===== src/rtl/t_ff_toggle_arbiter_pkg.sv =====
// rtl/t_ff_toggle_arbiter_pkg.sv - shared types and round-robin helper for the toggle arbiter
// Purpose: FSM state encoding, index widths and the rr_pick search function.
package t_ff_toggle_arbiter_pkg;

   localparam int MAX_REQ = 16;
   localparam int IDX_W   = 4;

   localparam logic [1:0] ENC_IDLE = 2'd0;
   localparam logic [1:0] ENC_RUN  = 2'd1;
   localparam logic [1:0] ENC_DONE = 2'd2;

   typedef enum logic [1:0] {
      IDLE = ENC_IDLE,
      RUN  = ENC_RUN,
      DONE = ENC_DONE
   } state_t;

   typedef struct packed {
      logic             valid;
      logic [IDX_W-1:0] idx;
   } pick_t;

   // First set bit of req searching upward from ptr, wrapping at nreq.
   // The loop runs from the far end so the closest candidate to ptr is
   // written last and wins.
   function automatic pick_t rr_pick(input logic [MAX_REQ-1:0] req,
                                     input logic [IDX_W-1:0]   ptr,
                                     input int                 nreq);
      pick_t          p;
      logic [IDX_W:0] s;
      p = '0;
      for (int k = MAX_REQ - 1; k >= 0; k--) begin
         if (k < nreq) begin
            s = {1'b0, ptr} + (IDX_W + 1)'(k);
            if (s >= (IDX_W + 1)'(nreq)) begin
               s = s - (IDX_W + 1)'(nreq);
            end
            if (req[s[IDX_W-1:0]]) begin
               p.valid = 1'b1;
               p.idx   = s[IDX_W-1:0];
            end
         end
      end
      return p;
   endfunction

endpackage


===== src/rtl/t_ff_toggle_arbiter_t_ff.sv =====
// rtl/t_ff_toggle_arbiter_t_ff.sv - shared T flip-flop cell
// Purpose: toggles q on a rising clk edge when both en and t are high.
// Ports: clk, rst (async active-high), en, t, q.
module t_ff_toggle_arbiter_t_ff (
   input  logic clk,
   input  logic rst,
   input  logic en,
   input  logic t,
   output logic q
);

   always_ff @(posedge clk or posedge rst) begin
      if (rst) begin
         q <= 1'b0;
      end else if (en && t) begin
         q <= ~q;
      end
   end

endmodule


===== src/rtl/t_ff_toggle_arbiter.sv =====
// rtl/t_ff_toggle_arbiter.sv - round-robin sequencer sharing one t_ff among NREQ requesters
// Purpose: grants the t_ff to one requester at a time for a burst of toggles.
// Ports: clk, reset (async active-high), req[NREQ], cnt_in[NREQ*CW], abort,
//        gnt[NREQ] (one-hot owner), done[NREQ] (completion pulse), aborted,
//        busy, toggles_left[CW], q (shared cell output).
module t_ff_toggle_arbiter
   import t_ff_toggle_arbiter_pkg::*;
#(
   parameter int NREQ = 4,
   parameter int CW   = 8
) (
   input  logic                 clk,
   input  logic                 reset,
   input  logic [NREQ-1:0]      req,
   input  logic [NREQ*CW-1:0]   cnt_in,
   input  logic                 abort,
   output logic [NREQ-1:0]      gnt,
   output logic [NREQ-1:0]      done,
   output logic                 aborted,
   output logic                 busy,
   output logic [CW-1:0]        toggles_left,
   output logic                 q
);

   state_t           state, state_d;
   logic [IDX_W-1:0] owner, owner_d;
   logic [IDX_W-1:0] ptr, ptr_d;
   logic [CW-1:0]    tl_d;
   logic             aborted_d;
   logic             cell_en;
   logic [CW-1:0]    cnt_sel;
   pick_t            pick;

   always_ff @(posedge clk or posedge reset) begin
      if (reset) begin
         state        <= IDLE;
         owner        <= '0;
         ptr          <= '0;
         toggles_left <= '0;
         aborted      <= 1'b0;
      end else begin
         state        <= state_d;
         owner        <= owner_d;
         ptr          <= ptr_d;
         toggles_left <= tl_d;
         aborted      <= aborted_d;
      end
   end

   always_comb begin
      state_d   = state;
      owner_d   = owner;
      ptr_d     = ptr;
      tl_d      = toggles_left;
      aborted_d = aborted;
      cell_en   = 1'b0;
      pick      = rr_pick(MAX_REQ'(req), ptr, NREQ);
      cnt_sel   = cnt_in[int'(pick.idx) * CW +: CW];

      case (state)
         IDLE: begin
            aborted_d = 1'b0;
            if (pick.valid) begin
               owner_d = pick.idx;
               tl_d    = cnt_sel;
               // A zero-length burst goes straight to DONE so the counter
               // can never be decremented below zero.
               state_d = (cnt_sel != '0) ? RUN : DONE;
            end
         end
         RUN: begin
            if (abort) begin
               // Cell stays disabled this cycle; remaining count is frozen.
               aborted_d = 1'b1;
               state_d   = DONE;
            end else begin
               cell_en = 1'b1;
               tl_d    = toggles_left - 1'b1;
               if (toggles_left == CW'(1)) begin
                  state_d = DONE;
               end
            end
         end
         DONE: begin
            ptr_d     = (owner == IDX_W'(NREQ - 1)) ? '0 : owner + 1'b1;
            aborted_d = 1'b0;
            state_d   = IDLE;
         end
         default: begin
            state_d = IDLE;
         end
      endcase
   end

   assign busy = (state != IDLE);
   assign gnt  = busy ? (NREQ'(1) << owner) : '0;
   assign done = (state == DONE) ? (NREQ'(1) << owner) : '0;

   t_ff_toggle_arbiter_t_ff u_cell (
      .clk (clk),
      .rst (reset),
      .en  (cell_en),
      .t   (cell_en),
      .q   (q)
   );

endmodule


===== config.mk =====
export PLATFORM = sky130hd
export DESIGN_NAME = t_ff_toggle_arbiter
export DESIGN_NICKNAME = d
export VERILOG_FILES = /design/src/rtl/t_ff_toggle_arbiter_pkg.sv /design/src/rtl/t_ff_toggle_arbiter_t_ff.sv /design/src/rtl/t_ff_toggle_arbiter.sv
export SDC_FILE = /design/constraint.sdc
export NUM_CORES = 1
export LEC_CHECK = 0
export CAP_MARGIN = 25
export CORE_ASPECT_RATIO = 1.2
export CORE_MARGIN = 2
export CORE_UTILIZATION = 45
export CTS_CLUSTER_SIZE = 25
export DETAILED_ROUTE_END_ITERATION = 16
export PLACE_DENSITY_LB_ADDON = 0.15
export SLEW_MARGIN = 10
export SYNTH_ARGS = -nofsm -noshare
export SYNTH_HDL_FRONTEND = slang
export SYNTH_SLANG_ARGS = --single-unit

===== constraint.sdc =====
create_clock -name clk -period 6.4 [get_ports clk]
set_input_delay 0.64 -clock clk [delete_from_list [all_inputs] [get_ports clk]]
set_output_delay 0.64 -clock clk [all_outputs]
set_load 0.005 [all_outputs]

After elaboration in Yosys (flattened, before gate mapping) --
Cells that the tools add are included.
Word-level totals: bits of input ports 39, register bits after elaboration 20, output and inout bits 19, word-level logic and storage cells 75
Operators by class: order comparisons 8, reduce and logical (&&, ||, !) cells 10, mux-type cells 31, eq/ne operators 8, add/sub/neg operators 9, bitwise operators 1, shift operators 2
Operator list (number):
- 32-bit by 8-bit variable part select with 8-bit output | 1
- 4-bit 2-to-1 mux | 7
- 4-bit by 5-bit less-than comparator with 1-bit output (second input constant) | 4
- 5-bit 2-to-1 mux | 4
- 1-bit binary-select mux with 4-bit select | 4
- 8-bit 2-to-1 mux | 2
- 8-bit case mux with 2 select lines | 1
- 4-bit by 3-bit subtractor with 4-bit output (second input constant) | 4
- 5-bit by 3-bit >= comparator with 1-bit output (second input constant) | 3
- 4-bit by 2-bit adder with 5-bit output (second input constant) | 2
- 8-bit by 1-bit equality test with 1-bit output (second input constant) | 1
- 2-bit 2-to-1 mux | 4
- 8-bit nonzero test | 1
- 8-bit by 1-bit subtractor with 8-bit output (second input constant) | 1
- 1-bit 2-to-1 mux | 7
- 2-bit != test (second input constant) | 3
- 2-bit AND reduction | 3
- 2-bit nonzero test | 3
- 4-bit by 1-bit adder with 5-bit output (second input constant) | 1
- 4-bit by 1-bit adder with 4-bit output (second input constant) | 1
- 4-bit by 2-bit equality test with 1-bit output (second input constant) | 1
- 4-bit by 3-bit >= comparator with 1-bit output (second input constant) | 1
- 2-bit case mux with 2 select lines | 1
- 1-bit by 4-bit << shifter with 4-bit output (first input constant) | 1
- other kinds (8) | 8

Depth between registers and ports, before layout --
Gate-level depths: netlist of the first run.
depth after elaboration 14, mapped depth 17

Cells and area by module --
Synthesis of the first run repeated with hierarchy kept, for this count alone.
Unflattened totals: cell total of the unflattened synthesis 232, area total of the unflattened synthesis 1994.4 um2
By module, submodules not included:
- t_ff_toggle_arbiter | times used 1, cells an instance 228, area each 1953.1 um2, seq. area each 475.5 um2
- t_ff_toggle_arbiter_t_ff | times used 1, cells an instance 4, area each 41.3 um2, seq. area each 25.0 um2

Worst setup path after synthesis of the first run --
No wires, ideal clock.
kind reg2reg, start register ptr[1], end register state[0], clock period less this slack 3460 ps, arrival time 3331 ps, path slack 2940 ps, buffers on the path 0, stages on the path, launching flop included 14, path through dfrtp_1 ha_1 a21bo_1 and2_2 ha_1 o21ai_0 a31o_2 nand3_2 a21oi_2 a2bb2oi_2 mux2i_1 a22o_1 o2111ai_1 o41a_1
On the way: longest elaborated chain between the ends 14
Ends and longest elaborated chain:
- from (decl) | line t_ff_toggle_arbiter.sv:27 | logic [IDX_W-1:0] ptr, ptr_d;
- from (signal assigned) | line t_ff_toggle_arbiter.sv:44 | ptr <= ptr_d;
- 4-bit by 2-bit adder with 5-bit output | line t_ff_toggle_arbiter_pkg.sv:34 | s = {1'b0, ptr} + (IDX_W + 1)'(k);
- 4-bit by 3-bit subtractor with 4-bit output or 5-bit by 3-bit >= comparator with 1-bit output (tied branches) | line t_ff_toggle_arbiter_pkg.sv:36, t_ff_toggle_arbiter_pkg.sv:35
- 4-bit 2-to-1 mux | line t_ff_toggle_arbiter_pkg.sv:35 | if (s >= (IDX_W + 1)'(nreq)) begin
- 1-bit binary-select mux with 4-bit select | line t_ff_toggle_arbiter_pkg.sv:38 | if (req[s[IDX_W-1:0]]) begin
- 1-bit 2-to-1 mux (not written as such) | line t_ff_toggle_arbiter_pkg.sv:38
- 5-bit 2-to-1 mux (3 in a row) | line t_ff_toggle_arbiter_pkg.sv:38
- 5-bit 2-to-1 mux * | line t_ff_toggle_arbiter_pkg.sv:38
- 32-bit by 8-bit variable part select with 8-bit output | line t_ff_toggle_arbiter.sv:58 | cnt_sel = cnt_in[int'(pick.idx) * CW +: CW];
- 8-bit nonzero test | line t_ff_toggle_arbiter.sv:68 | state_d = (cnt_sel != '0) ? RUN : DONE;
- 2-bit 2-to-1 mux | line t_ff_toggle_arbiter.sv:68
- 2-bit 2-to-1 mux | line t_ff_toggle_arbiter.sv:63 | if (pick.valid) begin
- 2-bit case mux with 2 select lines | line t_ff_toggle_arbiter.sv:60 | case (state)
- to (signal assigned) | line t_ff_toggle_arbiter.sv:42 | state <= state_d;
- to (decl) | line t_ff_toggle_arbiter.sv:25 | state_t state, state_d;
Every way passes the cells marked *; elsewhere a longest branch is shown, timed or not. The select of a mux whose other input is x is not followed. A chain may end at the register's enable or synchronous reset.

Worst setup path after layout of the first run --
start register ptr[0], end register state[0]
Same word-level chain as after synthesis.

==> impl_summary.log, run 1 <==
[metrics] worst IR drop on VDD: 0.2615 mV
[metrics] clock latency of the later-clocked register in the worst-skew pair: 0.26 ns
[metrics] depth of the worst register-to-register path: 13
[metrics] number of enable-type register cells in the synthesized netlist: 0
[metrics] sum of net half-perimeters after detailed placement: 4114 um
[metrics] Post-Synthesis Net Count: 288
[metrics] number of placed instances with taps included: 342
[metrics] x dimension of the die: 65.87 um
[metrics] Setup WS pre-CTS: 2.112 ns
[metrics] actual transition at the worst max-transition pin: 0.9284 ns
[metrics] final core occ: 60.18%
[metrics] number of clock buffers inserted by TritonCTS: 3
[metrics] flop and latch count out of synthesis: 20
[metrics] headroom to the max-slew limit: 38.05%
[metrics] leakage power figure: 1.105 nW
[metrics] clock input transition at the sequential cells of the worst setup and hold paths: 0.07 ns
[metrics] share of the synthesized area in compound gates (AO/OA/AOI/OAI): 25.42%
[metrics] part of the cycle the worst path needs: 67.47%
[metrics] result of the run: finished, final reports clean
[metrics] worst min path class: reg -> reg
[metrics] PostCTS Resize Cnt: 0
[metrics] remaining global-route overflow: 0
[metrics] most frequent cells in the layout: 57 x clkdlybuf4s50_1, 21 x nor2_1, 20 x dfrtp_1
[metrics] mean number of vias per cell: 5.668
[metrics] Yosys Warn Count: 0
[metrics] placeable core area: 0.004493 mm2
[metrics] Setup crit end kind: register
[metrics] setup TNS: 0 ns
[metrics] PnR worst setup slack: 2.082 ns
[metrics] htree depth: 1
[metrics] share of the synthesized netlist area taken by xor and xnor gates: 3.269%
[metrics] number of failing setup endpoints in the final timing report: 0
[metrics] starting utilization of the core area: 46.00%
[metrics] Die Footprint: 0.005154 mm2
[metrics] Placement Rows: 27
[metrics] kind of critical path: reg -> reg
[metrics] cell area after layout: 0.002704 mm2
[metrics] Main synth FF type: dfrtp_1
[metrics] remaining routing DRC violations: 0
[metrics] detailed-router iteration count before antenna repair: 4
[metrics] fraction of layout cells with a size suffix above 1: 9.028%
[metrics] Area after DPL: 0.002649 mm2
[metrics] antenna viol nets, final: 0
[metrics] average wire per standard cell: 14.68 um
[metrics] main combinational cell family by area after synthesis: compound AO/OA/AOI/OAI gates
[metrics] most common cell after layout, fill and taps aside: clkdlybuf4s50_1
[metrics] global-route total usage across every layer: 20.88%
[metrics] antenna violations before repair: 0
[metrics] Clock Tree Root: clkbuf_8
[metrics] Simple-Gate Fraction of Synth Area: 20.76%
[metrics] register area share after synthesis: 24.21%
[metrics] kind of start point of the critical path: register
[metrics] GP Congestion: 0.9100
[metrics] violation count after the first detailed-route iteration: 77
[metrics] number of nets in the layout: 341
[metrics] proportion of synthesized area in mux cells: 14.04%
[metrics] total standard cell area after synthesis: 0.002067 mm2
[metrics] RSZ-0062 raised after global routing: no
[metrics] fraction of synthesis flops using an asynchronous set or reset pin: 100.0%
[metrics] Period minus WS final: 4.318 ns
[metrics] max_cap viols: 0
[metrics] pin count of the biggest net entering global routing: 21
[metrics] number of port buffers: 57
[metrics] Slew Limit Fails: 0
[metrics] post-detailed-routing wire length: 5080 um
[metrics] final hold vios: 0
[metrics] WP data required: 6.55 ns
[metrics] first-pass GRT wire length: 8638 um
[metrics] count of non-filler cells in the finished layout: 346
[metrics] maximum root-to-sink buffer count: 2
[metrics] area added between synthesis and finish: 30.81%
[metrics] TritonCTS sink count: 20
[metrics] via count of the first global-routing pass: 1967
[metrics] data arrival time of the critical path: 4.46 ns
[metrics] power density cells: 469.3 mW/mm2
[metrics] Avg Cell Area, Syn: 8.758 um2
[metrics] achievable frequency: 231.6 MHz
[metrics] Hold-fix buffers, CTS: 0
[metrics] number of buffers added for setup after CTS: 0
[metrics] vias post-DR: 1961
[metrics] maximum clock skew at final layout: 0.001713 ns
[metrics] critical path peak fanout: 19
[metrics] number of distinct library cells after synthesis: 63
[metrics] antenna diode instance count: 0
[metrics] Post-Synth Adder-Cell Area: 7.869%
[metrics] TritonCTS clock tree: done
[metrics] cell count after synthesis: 236
[metrics] die outline height: 78.24 um
[metrics] number of instances on the worst hold path: 1
[metrics] ports placed on the boundary: 58
## layer usage
metal / up-vias / wire [um] / GRT usage [%]
met5: - / 0 / 0
met4: 0 / 131 / 6.875
met3: 11 / 167 / 1.719
met2: 45 / 2712 / 40.40
met1: 924 / 2068 / 23.22
li1: 981 / - / -
## critical path: stages (launching register included)
cell	delay, ns
dfrtp_1	0.82
inv_1	0.24
ha_1	0.30
xor2_1	0.22
inv_1	0.07
ha_1	0.30
nor2_1	0.06
o211ai_2	0.23
o21ai_2	0.12
a2bb2oi_2	0.75
mux2i_1	0.28
a22o_1	0.20
o2111ai_1	0.15
o41a_1	0.45
## cells in the mapped netlist, drive strengths merged (4+ instances only)
library cell  count  area, um2
nor2             21      78.83
or2               5      33.78
nor3              6      30.03
o21ai            23      118.9
nor2b             5      33.78
nand3             5      30.03
clkbuf            4      18.77
mux2              9      105.1
xor2              4      35.03
a21oi            20      122.6
nor4              4      25.02
and2              5      32.53
inv               8      30.03
mux2i            14      140.1
buf               5      42.53
a22oi             8      60.06
or4               4      30.03
nand2b            6      37.54
dfrtp            20      500.5
nand2            15      56.30
ha               13      162.7
## metrics by stage
stage	total power, mW	hold WS [ns]
detailed placement	1.176	0.4681
CTS	1.278	0.4815
finish	1.269	0.4726
global placement	1.165	0.4551
floorplan	0.9201	0.4647
global route	1.392	0.5030
## cell families (layout without fill, tap and decap cells)
logic type      Yosys count  after routing
compound gates           74             74
xor+xnor                  6              6
fa+ha+maj                13             13
buf+inv                  17             69
flops                    20             20
mux                      25             25
simple gates             81             81
## area by class of cell
type / count / area [um2]
repair buffers: 57 / 570.5
multi-input cells: 199 / 1475
flip-flops and latches: 20 / 500.5
inverters: 8 / 30.03
well taps: 58 / 72.57
fillers: 410 / 1789
clock buffers: 4 / 55.05
## where the power goes
part	total (mW)	internal, mW	switching, mW	leakage, nW
sequential	0.272	0.180	0.0924	0.251
combinational	0.899	0.430	0.469	0.825
clock	0.0977	0.0548	0.0429	0.0288
## state kept, by name (all words and copies together) (netlist names)
| register | count |
|---|---|
| u_cell.q | 1 |
| state | 2 |
| ptr | 4 |
| aborted | 1 |
| owner | 4 |
| toggles_left | 8 |
## final timing paths
check | to | start | slack, ns
worst max-delay path | state[0]$_DFFE_PP0P_ | ptr[0]$_DFFE_PP0P_ | 2.08
worst min-delay path | u_cell.q$_DFFE_PP0P_ | u_cell.q$_DFFE_PP0P_ | 0.47
worst max register to register | state[0]$_DFFE_PP0P_ | ptr[0]$_DFFE_PP0P_ | 2.08
worst min register to register | u_cell.q$_DFFE_PP0P_ | u_cell.q$_DFFE_PP0P_ | 0.47
max in group asynchronous | owner[0]$_DFFE_PP0P_ | reset | 5.13
min in group asynchronous | u_cell.q$_DFFE_PP0P_ | reset | 0.80
No activity file was read; power rests on OpenSTA's default activity.
==> run 2: changes to the inputs <==
==> constraint.sdc (replaced) <==
create_clock -name clk -period 4.1 [get_ports clk]
set_input_delay 0.41 -clock clk [delete_from_list [all_inputs] [get_ports clk]]
set_output_delay 0.41 -clock clk [all_outputs]
set_load 0.005 [all_outputs]
==> impl_summary.log, run 2 (synthesized netlist as in run 1, its figures left out) <==
[metrics] result of the run: finished, final reports clean
[metrics] x dimension of the die: 65.87 um (unchanged)
[metrics] part of the cycle the worst path needs: 91.36% (+24 points)
[metrics] start of the worst register-to-register path: ptr[1]$_DFFE_PP0P_
[metrics] PostCTS Resize Cnt: 0 (unchanged)
[metrics] starting utilization of the core area: 46.00% (unchanged)
[metrics] GP Congestion: 0.8746 (-3.9%)
[metrics] Register Area: 501.7 um2 (+0.25%)
[metrics] Top Registers: toggles_left x8, owner x4, ptr x4
[metrics] Placement Rows: 27 (unchanged)
[metrics] remaining global-route overflow: 0 (unchanged)
[metrics] number of failing setup endpoints in the final timing report: 0 (unchanged)
[metrics] detailed-router iteration count before antenna repair: 4 (unchanged)
[metrics] number of clock buffers inserted by TritonCTS: 3 (unchanged)
[metrics] via count of the first global-routing pass: 1868 (-5.0%)
[metrics] sum of net half-perimeters after detailed placement: 4086 um (-0.68%)
[metrics] Hold-fix buffers, CTS: 0 (unchanged)
[metrics] placeable core area: 0.004493 mm2 (unchanged)
[metrics] most common cell after layout, fill and taps aside: clkdlybuf4s50_1
[metrics] Die Footprint: 0.005154 mm2 (unchanged)
[metrics] cells traversed along the worst timing path: ha_1 -> a21bo_1 -> and2_2 -> ha_1 -> nor2b_2 -> a311o_1 -> nand3_2 -> o311ai_1 -> a21oi_2 -> a22oi_1 -> or4b_1 -> o21ai_1
[metrics] actual transition at the worst max-transition pin: 0.7647 ns (-0.1638 ns)
[metrics] number of nets in the layout: 344 (+0.88%)
[metrics] violation count after the first detailed-route iteration: 73 (-5.2%)
[metrics] average wire per standard cell: 14.39 um (-2.0%)
[metrics] R2R setup slack: 0.35 ns (-1.73 ns)
[metrics] most frequent CP cell: ha_1
[metrics] PnR worst setup slack: 0.3542 ns (-1.728 ns)
[metrics] power density cells: 731.9 mW/mm2 (+56%)
[metrics] maximum clock skew at final layout: 0.0006911 ns (-0.001022 ns)
[metrics] depth of the worst register-to-register path: 12 (-1)
[metrics] clock input transition at the sequential cells of the worst setup and hold paths: 0.07 ns (about the same)
[metrics] number of port buffers: 57 (unchanged)
[metrics] Setup WS pre-CTS: 0.3262 ns (-1.786 ns)
[metrics] multi-input logic area: 0.001475 mm2 (unchanged)
[metrics] longest individual stage delay on the worst path: 0.59 ns (-0.23 ns)
[metrics] remaining routing DRC violations: 0 (unchanged)
[metrics] leakage power figure: 1.119 nW (+1.3%)
[metrics] timing startpoint of the critical path: ptr[1]$_DFFE_PP0P_
[metrics] mean number of vias per cell: 5.607 (-1.1%)
[metrics] worst min path class: reg -> reg
[metrics] clock latency of the later-clocked register in the worst-skew pair: 0.26 ns (about the same)
[metrics] maximum root-to-sink buffer count: 2 (unchanged)
[metrics] headroom to the max-slew limit: 48.97% (+11 points)
[metrics] antenna viol nets, final: 0 (unchanged)
[metrics] TritonCTS sink count: 20 (unchanged)
[metrics] number of buffers added for setup after CTS: 0 (unchanged)
[metrics] kind of start point of the critical path: register
[metrics] TritonCTS clock tree: done
[metrics] max reg flops: 8 (unchanged)
[metrics] most frequent cells in the layout: 57 x clkdlybuf4s50_1, 21 x nor2_1, 19 x dfrtp_1
[metrics] achievable frequency: 267.0 MHz (+15%)
[metrics] first-pass GRT wire length: 8376 um (-3.0%)
[metrics] global-route total usage across every layer: 20.24% (-0.64 points)
[metrics] antenna diode instance count: 0 (unchanged)
[metrics] vias post-DR: 1957 (-0.20%)
[metrics] kind of critical path: reg -> reg
[metrics] worst IR drop on VDD: 0.3694 mV (+41%)
[metrics] WP data required: 4.29 ns (-2.26 ns)
[metrics] setup TNS: 0 ns (unchanged)
[metrics] crit path to: state[1]$_DFFE_PP0P_
[metrics] pin count of the biggest net entering global routing: 21 (unchanged)
[metrics] Period minus WS final: 3.746 ns (-0.5720 ns)
[metrics] endpoint of the most critical register-to-register path: state[1]$_DFFE_PP0P_
[metrics] Slew Limit Fails: 0 (unchanged)
[metrics] Setup crit end kind: register
[metrics] area added between synthesis and finish: 31.96%
[metrics] post-detailed-routing wire length: 5021 um (-1.2%)
[metrics] die outline height: 78.24 um (unchanged)
[metrics] Post-Route Hold Slack: 0.4658 ns (-0.006829 ns)
[metrics] critical path peak fanout: 18 (-1)
[metrics] final hold vios: 0 (unchanged)
[metrics] antenna violations before repair: 0 (unchanged)
[metrics] max_cap viols: 0 (unchanged)
[metrics] Clock Tree Root: clkbuf_8
[metrics] RSZ-0062 raised after global routing: no
[metrics] ports placed on the boundary: 58 (unchanged)
[metrics] htree depth: 1 (unchanged)
[metrics] Reg with most FFs: toggles_left
[metrics] crit path max-delay cell type: a21oi_2
[metrics] data arrival time of the critical path: 3.94 ns (-0.52 ns)
[metrics] number of filler cells placed in the layout: 409 (-0.24%)
[metrics] fraction of layout cells with a size suffix above 1: 10.31% (+1.3 points)
==> run 2: power breakdown <==
part | leakage [nW] | switching, mW | internal (mW) | total, mW
Clock | 0.0288 | 0.0664 | 0.0855 | 0.152
Combinational | 0.840 | 0.754 | 0.684 | 1.44
Sequential | 0.250 | 0.124 | 0.282 | 0.407
Total | 1.12 | 0.945 | 1.05 | 2.00
==> run 2: metrics by stage <==
stage	std cells	utilization, %	power, mW	instance area (um2)
floorplan	236	-	1.436	2067
global placement	345	59.45	1.835	2671
detailed placement	345	59.45	1.846	2671
CTS	349	60.68	2.008	2726
global route	349	60.71	2.182	2728
finish	349	60.71	1.996	2728
==> run 2: final cells by class <==
cell class                      instances  area share (%)
Tap cell                               58           2.661
Timing Repair Buffer                   60           21.74
Clock buffer                            4           2.018
Inverter                                8           1.101
Multi-Input combinational cell        199           54.08
Sequential cell                        20           18.39
==> run 2: worst min-delay path by stage <==
stage	startpoint	end	slack, ns	cells after the start
4_1_cts	u_cell.q$_DFFE_PP0P_	u_cell.q$_DFFE_PP0P_	0.47	1
3_3_place_gp	u_cell.q$_DFFE_PP0P_	u_cell.q$_DFFE_PP0P_	0.46	1
2_1_floorplan	reset	aborted$_DFFE_PP0P_	0.37	1
6_report	u_cell.q$_DFFE_PP0P_	u_cell.q$_DFFE_PP0P_	0.47	1
5_1_grt	u_cell.q$_DFFE_PP0P_	u_cell.q$_DFFE_PP0P_	0.49	1
3_5_place_dp	u_cell.q$_DFFE_PP0P_	u_cell.q$_DFFE_PP0P_	0.46	1
==> run 2: critical path: cells and delay by family (launching register included) <==
kind | cells | cell delay (ns)
AOI/OAI and AO/OA | 6 | 1.67
and+or+nand+nor | 4 | 0.91
adders and majority gates | 2 | 0.61
DFF | 1 | 0.49
==> run 2: layer usage <==
metal / GRT usage [%] / vias to the layer above / share of wire, %
met4: 6.458 / 0 / 2.2
met3: 2.436 / 13 / 3.9
met1: 24.91 / 909 / 42
met5: 0 / - / 0
li1: - / 985 / -
met2: 36.06 / 50 / 52
==> run 3: changes to the inputs <==
--- a/config.mk
+++ b/config.mk
@@ -12,7 +12,7 @@
 export CTS_CLUSTER_SIZE = 25
 export DETAILED_ROUTE_END_ITERATION = 16
 export PLACE_DENSITY_LB_ADDON = 0.15
-export SLEW_MARGIN = 10
+export SLEW_MARGIN = 20
 export SYNTH_ARGS = -nofsm -noshare
 export SYNTH_HDL_FRONTEND = slang
 export SYNTH_SLANG_ARGS = --single-unit
==> results of run 3 <==
Same layout as run 2: the final DEF is identical, and so are final timing and power.
==> patch 1: new RTL, config.mk and constraints of run 3 <==
Set the parameter `NREQ` to 5 (it was 4).
--- a/src/rtl/t_ff_toggle_arbiter.sv
+++ b/src/rtl/t_ff_toggle_arbiter.sv
@@ -7,5 +7,5 @@
    import t_ff_toggle_arbiter_pkg::*;
 #(
-   parameter int NREQ = 4,
+   parameter int NREQ = 5,
    parameter int CW   = 8
 ) (
Interface: changed (resized cnt_in, done, gnt and req); port bits go from 58 to 69. The function was not compared with the original's and may differ.
==> patch 1 against run 3 <==
The run now ends with design-rule violations left; global-route usage rose by 5.5 points; count of clock-buffer cells in the layout down 1; setup slack got worse by 170 ps; final area grew 82%; die area is 70% higher; synthesized area grew 75%; highest routed layer unchanged; utilization is 3.2 points higher; cell count increased by 91%; wire length is 130% higher; sequential cell count did not move; first-iteration DRC count increased to 3.4 times the old value; critical path type unchanged.
Power is not shown: default switching activity piles up to over one toggle a cycle in this logic, so the estimate is an artifact.
==> patch 1: results <==
metrics = {
    "yosys": {
        "synthesis.nets": 530,
        "muxShareOfSynthArea": 0.0927,
        "synth_top_area_share": 0.138,
        "synth-compound-area-share": 0.314,
        "synth.area.top_cells": "dfrtp_1 14%, ha_1 7.3%, mux2i_1 6.4%, nor2_1 5.0%, nand2_1 4.2%",
        "synth_commonest_cells": "48 x nor2_1, 40 x nand2_1, 23 x mux2i_1",
        "synth_adder_area_share": 0.0726,
        "synth_xor_area_frac": 0.0488,
    },
    "finish": {
        "fillCellCount": 689,
        "drive_gt1_frac": 0.221,
        "stdcell_area_um2": 4950,
        "nNetsFinal": 645,
    },
    "critical_path": {
        "cp_top_family": "compound AO/OA/AOI/OAI gates",
        "critPathSlowestCell": "dfrtp_1",
        "critPathMaxStageDelay_ps": 390,
        "arrival_ps": 4080,
        "worstPathMaxFanout": 12,
    },
    "sta": {
        "skew_ps": 1.82,
        "worst_pin_slew_ps": 784,
    },
    "placed_design": {
        "hpwl_mm": 9.30,
        "place_area_um2": 4740,
        "place_congestion": 0.981,
        "numPortBuffers": 68,
    },
    "detailed_routing": {
        "num_vias": 3969,
        "dr.pass1.iters": 11,
        "drc": 2,
        "wl_met2_mm": 6.10,
        "wl_met1_mm": 4.81,
        "drt-initial-drc-count": 245,
        "wl_met3_um": 283,
    },
    "status": {
        "status": "finished with violations",
        "violations": "design-rule violations",
    },
    "global_route": {
        "grt_use_met1": 0.317,
        "grt_max_degree": 23,
        "grt_usage": 0.258,
        "grt_pass1_wl_mm": 18.4,
        "grt_pass1_vias": 3847,
        "gr-usage-met3": 0.00889,
    },
}
patch 1: path summary, 6_finish.rpt:
path                               start               to  slack, ps  cells past startpoint
worst min-delay path            u_cell.q         u_cell.q        480                      1
min in group asynchronous          reset         owner[2]        580                      2
worst min register to register  u_cell.q         u_cell.q        480                      1
max in group asynchronous          reset  toggles_left[6]       3030                      2
worst max-delay path              ptr[0]         state[0]        190                     16
worst max register to register    ptr[0]         state[0]        190                     16
patch 1: layout make-up:
cell class	instances	area share
clock inverters	1	0.00606
inverters	19	0.0144
clock buffers	3	0.00833
repair buffers	143	0.252
multi-input cells	389	0.595
flip-flops and latches	20	0.101
well taps	92	0.0232
patch 1: stage by stage:
| step | std cells | setup TNS (ps) |
|---|---|---|
| global placement | 661 | 0 |
| global route | 667 | -19.5 |
| floorplan | 461 | 0 |
| detailed placement | 661 | 0 |
| CTS | 665 | 0 |
| finish | 667 | 0 |
==> patch 2: new RTL, flow settings as in run 3 <==
Made on the original files. Reset style: synchronous (`reset` and `rst`), changed in 2 clocked blocks. Comments in the files are not updated.
--- a/src/rtl/t_ff_toggle_arbiter_t_ff.sv
+++ b/src/rtl/t_ff_toggle_arbiter_t_ff.sv
@@ -10,5 +10,5 @@
 );
 
-   always_ff @(posedge clk or posedge rst) begin
+   always_ff @(posedge clk) begin
       if (rst) begin
          q <= 1'b0;
--- a/src/rtl/t_ff_toggle_arbiter.sv
+++ b/src/rtl/t_ff_toggle_arbiter.sv
@@ -32,5 +32,5 @@
    pick_t            pick;
 
-   always_ff @(posedge clk or posedge reset) begin
+   always_ff @(posedge clk) begin
       if (reset) begin
          state        <= IDLE;
Function: differs if reset is asserted again (counterexample within 4 cycles, from zero or initial values and one cycle with reset high); with reset held inactive, the same outputs for 10 cycles.
==> patch 2 against run 3 <==
Final area increased by 21%; critical path depth increased by 2; wire length increased by 41%; synthesized area increased by 26%; sequential cell count unchanged; setup slack improved by 36 ps; total power decreased by 6.2%; critical path type unchanged.
==> patch 2: results <==
metrics = {
    "status": {
        "status": "finished clean",
    },
    "yosys": {
        "synth_commonest_cells": "66 x nor2_1, 21 x a21oi_1, 20 x dfxtp_1, 20 x nor3_1",
        "async_reset_ff_frac": 0,
        "synth_cell_type_count": 66,
        "synthesis.nets": 400,
        "ys.flop_type": "dfxtp_1",
        "ys_seq_area_frac": 0.154,
    },
    "critical_path": {
        "arrival_ps": 3870,
        "critPathMaxStageDelay_ps": 540,
        "r2r_start": "ptr[1]",
        "worstPathMaxFanout": 30,
        "rrSetupSlack_ps": 390,
        "reg2reg_depth": 14,
        "critPathSlowestCell": "or4_4",
    },
    "cts": {
        "cts_max_level": 1,
    },
    "finish": {
        "nNetsFinal": 454,
        "fillCellCount": 540,
        "drive_gt1_frac": 0.113,
    },
    "hold_path": {
        "hold_depth": 2,
        "hp-start": "toggles_left[6]",
        "min_to": "toggles_left[6]",
    },
    "sta": {
        "skew_ps": 1.14,
        "worst_pin_slew_ps": 769,
    },
    "global_route": {
        "grt_usage": 0.225,
        "grt_pass1_wl_mm": 11.9,
        "grt_use_met2": 0.393,
        "gr-usage-met3": 0.0243,
        "grt_use_met1": 0.305,
        "grt_max_degree": 34,
    },
    "detailed_routing": {
        "wl_met2_mm": 3.51,
        "wl_met1_mm": 3.28,
        "avgViaCountPerCell": 6.02,
        "drt_wl_total_mm": 7.07,
        "drt-initial-drc-count": 94,
        "wl_met3_um": 236,
    },
    "placed_design": {
        "place_congestion": 0.852,
        "place_area_um2": 3220,
    },
    "pwr": {
        "leakage_nw": 1.26,
        "vdd_ir_drop_max_mv": 0.392,
    },
}
patch 2: cell type report:
type	count	area (µm²)	area share
Sequential cell	20	402	0.122
Multi-Input combinational cell	291	2030	0.614
Timing Repair Buffer	71	679	0.206
Inverter	15	70.1	0.0212
Tap cell	64	80.1	0.0243
Clock buffer	3	41.3	0.0125
patch 2: cell families after synthesis:
| kind of cell | synth area share |
|---|---|
| DFF | 0.154 |
| adders and majority gates | 0.0624 |
| buffers and inverters | 0.0710 |
| AOI/OAI and AO/OA | 0.323 |
| xor gates and xnor gates | 0.0336 |
| and+or+nand+nor | 0.249 |
| muxes | 0.107 |
patch 2: through the flow:
| step | total power, mW | util | setup slack (ps) | hold WS (ps) | cells |
|---|---|---|---|---|---|
| 2_1_floorplan | 1.33 | - | 577 | 476 | 348 |
| 3_3_place_gp | 1.68 | 0.572 | 254 | 480 | 457 |
| 3_5_place_dp | 1.70 | 0.572 | 151 | 489 | 457 |
| 4_1_cts | 1.83 | 0.579 | 138 | 499 | 460 |
| 5_1_grt | 2.04 | 0.586 | 147 | 507 | 464 |
| 6_report | 1.87 | 0.586 | 390 | 499 | 464 |
patch 2: worst max-delay path by stage:
stage / to / slack [ps] / depth (start not counted) / startpoint
3_5_place_dp: state[1] / 150 / 14 / ptr[1]
2_1_floorplan: state[0] / 580 / 13 / ptr[0]
5_1_grt: toggles_left[1] / 150 / 15 / ptr[1]
4_1_cts: toggles_left[1] / 140 / 15 / ptr[1]
3_3_place_gp: state[0] / 250 / 14 / ptr[1]
6_report: state[1] / 390 / 14 / ptr[1]
patch 2: where the power goes:
part | internal [mW] | switching (mW)
Combinational | 0.649 | 0.765
Clock | 0.0654 | 0.0641
Sequential | 0.251 | 0.0768
Total | 0.966 | 0.906
